--- src/rtl/pmem_arbiter.sv ---
// Round-robin arbiter sharing one physical memory port between icache and dcache.
// One transaction at a time; a RELEASE cycle follows each completion.
module pmem_arbiter #(
  parameter int LINE_W = 256
) (
  input  logic              clk,
  input  logic              rst,
  input  logic              i_pmem_read,
  input  logic [31:0]       i_pmem_address,
  output logic [LINE_W-1:0] i_pmem_rdata,
  output logic              i_pmem_resp,
  input  logic              d_pmem_read,
  input  logic              d_pmem_write,
  input  logic [31:0]       d_pmem_address,
  input  logic [LINE_W-1:0] d_pmem_wdata,
  output logic [LINE_W-1:0] d_pmem_rdata,
  output logic              d_pmem_resp,
  output logic              mem_read,
  output logic              mem_write,
  output logic [31:0]       mem_address,
  output logic [LINE_W-1:0] mem_wdata,
  input  logic [LINE_W-1:0] mem_rdata,
  input  logic              mem_resp
);

  typedef enum logic [1:0] {
    IDLE,
    GRANT_I,
    GRANT_D,
    RELEASE
  } state_e;

  state_e              state_q, state_d;
  logic                last_q, last_d;
  logic [31:0]         addr_q, addr_d;
  logic [LINE_W-1:0]   wdata_q, wdata_d;
  logic                op_q, op_d;

  logic                i_req;
  logic                d_req;
  logic                pick_d;
  logic [31:0]         sel_addr;
  logic                grant;

  assign i_req    = i_pmem_read;
  assign d_req    = d_pmem_read | d_pmem_write;
  // On contention the side that did not win last time goes first.
  assign pick_d   = d_req & (~i_req | ~last_q);
  assign sel_addr = pick_d ? d_pmem_address : i_pmem_address;

  always_comb begin
    state_d     = state_q;
    last_d      = last_q;
    addr_d      = addr_q;
    wdata_d     = wdata_q;
    op_d        = op_q;
    i_pmem_resp = 1'b0;
    d_pmem_resp = 1'b0;
    unique case (state_q)
      IDLE: begin
        if (i_req | d_req) begin
          state_d = pick_d ? GRANT_D : GRANT_I;
          last_d  = pick_d;
          addr_d  = {sel_addr[31:5], 5'b0};
          wdata_d = pick_d ? d_pmem_wdata : '0;
          op_d    = pick_d & d_pmem_write;
        end
      end
      GRANT_I: begin
        if (mem_resp) begin
          i_pmem_resp = 1'b1;
          state_d     = RELEASE;
        end
      end
      GRANT_D: begin
        if (mem_resp) begin
          d_pmem_resp = 1'b1;
          state_d     = RELEASE;
        end
      end
      RELEASE: state_d = IDLE;
      default: state_d = IDLE;
    endcase
  end

  always_ff @(posedge clk or posedge rst) begin
    if (rst) begin
      state_q <= IDLE;
      last_q  <= 1'b0;
      addr_q  <= '0;
      wdata_q <= '0;
      op_q    <= 1'b0;
    end else begin
      state_q <= state_d;
      last_q  <= last_d;
      addr_q  <= addr_d;
      wdata_q <= wdata_d;
      op_q    <= op_d;
    end
  end

  assign grant        = (state_q == GRANT_I) | (state_q == GRANT_D);
  assign mem_read     = grant & ~op_q;
  assign mem_write    = grant & op_q;
  assign mem_address  = addr_q;
  assign mem_wdata    = (state_q == GRANT_D) ? wdata_q : '0;
  assign i_pmem_rdata = mem_rdata;
  assign d_pmem_rdata = mem_rdata;

endmodule

--- config.mk ---
export PLATFORM = sky130hd
export DESIGN_NAME = pmem_arbiter
export DESIGN_NICKNAME = d
export VERILOG_FILES = /design/src/rtl/pmem_arbiter.sv
export SDC_FILE = /design/constraint.sdc
export NUM_CORES = 1
export LEC_CHECK = 0
export CORE_AREA = 2 2 542 544
export DETAILED_ROUTE_END_ITERATION = 8
export DIE_AREA = 0 0 544 546
export PLACE_DENSITY = 0.31
export SETUP_SLACK_MARGIN = 0.2
export SKIP_LAST_GASP = 1
export SYNTH_ARGS = -nofsm -noshare
export SYNTH_HDL_FRONTEND = slang
export SYNTH_SLANG_ARGS = --single-unit
--- constraint.sdc ---
create_clock -name clk -period 21.1 [get_ports clk]
set_clock_uncertainty 0.05 [all_clocks]
set_input_delay 5.275 -clock clk [delete_from_list [all_inputs] [get_ports clk]]
set_output_delay 5.275 -clock clk [all_outputs]
set_load 0.05 [all_outputs]
# Yosys cells after proc, flatten, opt, wreduce, memory -nomap -nowiden
# Index checks and enable logic that the tools add are counted.
# classes
eq_ne	5
bitwise_logic	11
mux	10
n_reduce_logical	4
# ops
cell	count
two-way mux 256 bit	2
two-way mux 32 bit	1
two-way mux 2 bit	3
case mux 2 bit (3 select lines)	1
bitwise AND 1 bit	4
== test 2 bit (second input constant)	2
bitwise OR 1 bit	4
AND reduction 2 bit	2
two-way mux 1 bit	3
NOT 1 bit	3
== test 2 x 1 -> 1 bit (second input constant)	1
logical NOT 2 bit	1
inequality test 2 x 1 -> 1 bit (second input constant)	1
inequality test 2 bit (second input constant)	1
OR reduction 2 bit	1
# totals
output_inout_bits	804
elab_cells	35
inputBits	582
register_bits	287

# Logic depth before layout (Yosys ltp)
# logic_depth
ltp_word	6
depth_mapped	7
mapped_depth_nobuf	5

# Least setup slack after synthesis
# Ideal clock, no wire load.
# synth_timing
path_kind	input-to-output
startpoint	input mem_resp
endpoint	output d_pmem_resp
t_required_ps	15775
path_stages	1
path_slack_ps	10088
path_buffers	0
arrival_time_ps	5687
cell_sequence	and2_1
# synth_via
elab_chain_cells	2
# synth_rtl
item	line_no	rtl
from (decl)	23	input logic mem_resp
two-way mux 1 bit	76	if (mem_resp) begin
two-way mux 1 bit	59	unique case (state_q)
to (decl)	17	output logic d_pmem_resp,
# No other way between the ends.

# Worst setup path in the final report
# Same ends and word-level chain as after synthesis.

==> results by group <==
Timing
  – Unrepaired setup endpoints after global routing: no
  – Final Hold Fails: 0
  – Sum Neg Setup Slack: 0 ps
  – Final setup violation count: 0
  – Tmin final: 12050 ps
  – Fin crit share: 57.11%
  – Relative slew margins: 31.54%
  – Final worst slack: 9049 ps
  – Fmax: 82.98 MHz
  – Measured slew at the worst slew-check pin: 1024 ps
  – Slew Viols, Final: 0

Setup path
  – Worst setup EP type: primary output
  – Setup CP Type: in2out
  – Crit start category: input port
  – R2R Setup Slk: 17630 ps
  – Worst EP arrival: 6730 ps
  – Critical Path RT: 15780 ps
  – Crit Path Max Fanout: 3
  – CP startpoint: mem_resp
  – Reg-to-Reg Start: state_q[0]

Floorplan
  – Die Area: 297000 sq um
  – Die H: 546 um
  – Die W: 544 um
  – Core box area: 292100 sq um
  – Row cnt: 199
  – I/O pin count: 1386
  – Starting density of the core: 5.561%

Clock tree
  – Clk slew on worst S/H paths: 50 ps
  – TritonCTS clock tree: done
  – Number of post-CTS setup repair buffers: 0
  – Clock sink count: 287
  – Post-cts hold buffer count: 0
  – CTS buffer count: 51
  – Root buffer cell: clkbuf_16
  – Clk buf depth: 3
  – Cts repair resizes: 0
  – Clk_lat worst skew: 680 ps
  – H-tree levels: 2

Place
  – HPWL Detailed: 112400 um
  – Gp weighted congestion: 0.7273
  – Setup WS pre-CTS: 9027 ps
  – Port buffer count: 602

Worst hold path
  – Hold/Removal Path Class: reg2reg
  – Critical hold path startpoint: mem_address[14]

Drt
  – Via count: 11818
  – DRT Wirelength: 135000 um
  – Drt initial violations: 516
  – DR pass1 iterations: 4
  – Drt via density: 2.126
  – DRC: 0
  – Residual antenna-violating net count after detailed routing: 0
  – WL/cell: 24.29 um

Power
  – PwrDens: 145.2 nW/um^2
  – Leak Pwr: 8.817 nW
  – Peak VDD IR: 0.00006573 V

GRT
  – Largest net degree at the start of global routing: 80
  – Initial antenna violation count: 111
  – Gr usage total: 8.824%
  – Vias in the first global route: 12803
  – Global route total overflow: 0
  – First-pass GRT wire length: 164600 um

Synth
  – Unique cell type count in the Yosys netlist: 23
  – Cell Area, Synth: 16240 sq um
  – Post-synth top area cell: dfrtp_1
  – Mean post-synth cell area: 10.71 sq um
  – Gate Count Post-Synth: 1517
  – Yosys reg bits: 287
  – Ys Warns: 0
  – Seq/Total Area, Yosys: 44.22%
  – Top cells by area, synth: dfrtp_1, buf_4, a22o_1
  – Top cell type's share of synthesized area: 44.22%

Outcome
  – Outcome: finished, final reports clean

Cells and area
  – Final Net Count: 2171
  – Area delta synth->final: 51.60%
  – Fraction of layout cells with a size suffix above 1: 6.593%
  – Commonest non-fill, non-tap cells in the layout: clkdlybuf4s50_1, dfrtp_1, and2_1, a22o_1, clkbuf_16
  – Commonest non-fill, non-tap cell in the layout: clkdlybuf4s50_1

Flow run
  – Max-cap viol count: 0
==> critical path, stage by stage <==
cell and delay (ps):
clkdlybuf4s50_1 500, and2_1 130, clkdlybuf4s50_1 810
==> final timing paths <==
kind                              endpoint  cells past startpoint
max reg2reg                mem_address[30]                      7
max                            d_pmem_resp                      3
min in group asynchronous     wdata_q[164]                      2
max in group asynchronous      wdata_q[29]                      4
min                        mem_address[14]                      2
min reg2reg                mem_address[14]                      2
==> routing by layer <==
metal,track usage (%),routed length [um],up-vias
met1,8.356,44420,5484
met3,7.568,26400,521
met5,0.7305,356,-
li1,-,-,4766
met4,5.279,9399,12
met2,12.77,54420,1035
==> kinds of logic after synthesis <==
family,after synthesis,share of synthesized area (%)
flops,287,44.22
other cells,1,0.02309
fa+ha+maj,4,0.3082
buf+inv,614,27.75
simple gates,291,10.77
compound gates,290,15.08
mux,30,1.857
==> power by group <==
| group | internal (mW) | switching [mW] | total [mW] |
|---|---|---|---|
| Combinational | 0.587 | 1.19 | 1.78 |
| Clock | 0.529 | 0.359 | 0.887 |
| Sequential | 0.781 | 0.128 | 0.910 |
==> registers in the layout, indices dropped and copies added (netlist names) <==
name and count:
wdata_q 256, mem_address 27, state_q 2, last_q 1, op_q 1
==> synth_stat cells (all sizes together) <==
library cell,number
a21o,1
a2bb2oi,1
nor3,1
conb,1
dfrtp,287
a22o,257
nor2b,2
and2,260
o31ai,1
nand2,27
a21oi,2
mux2i,29
o21ai,27
inv,3
buf,579
mux2,1
nor2,1
ha,4
o2bb2ai,1
clkbuf,32
==> cell type report <==
class / instances / area (sq um)
Antenna cell: 16 / 40.04
Clock buffer: 72 / 1466
Clock inverter: 19 / 234.0
Fill cell: 33791 / 267400
Inverter: 3 / 18.77
Multi-Input combinational cell: 620 / 4602
Sequential cell: 287 / 7182
Tap cell: 3919 / 4903
Timing Repair Buffer: 622 / 6176
==> per-stage QoR <==
stage | cell area, sq um | power, mW | instances | hold WS, ps | utilization [%]
5_1_grt | 24610 | 3.821 | 5552 | 455.4 | 8.425
3_3_place_gp | 22880 | 2.762 | 5451 | 420.3 | 7.835
2_1_floorplan | 16260 | 2.231 | 1521 | 414.3 | -
3_5_place_dp | 22880 | 2.756 | 5451 | 423.8 | 7.835
4_1_cts | 24580 | 3.709 | 5542 | 431.2 | 8.417
6_report | 24620 | 3.576 | 5558 | 426.1 | 8.430
Note: power is estimated with default switching activity, not from simulation.
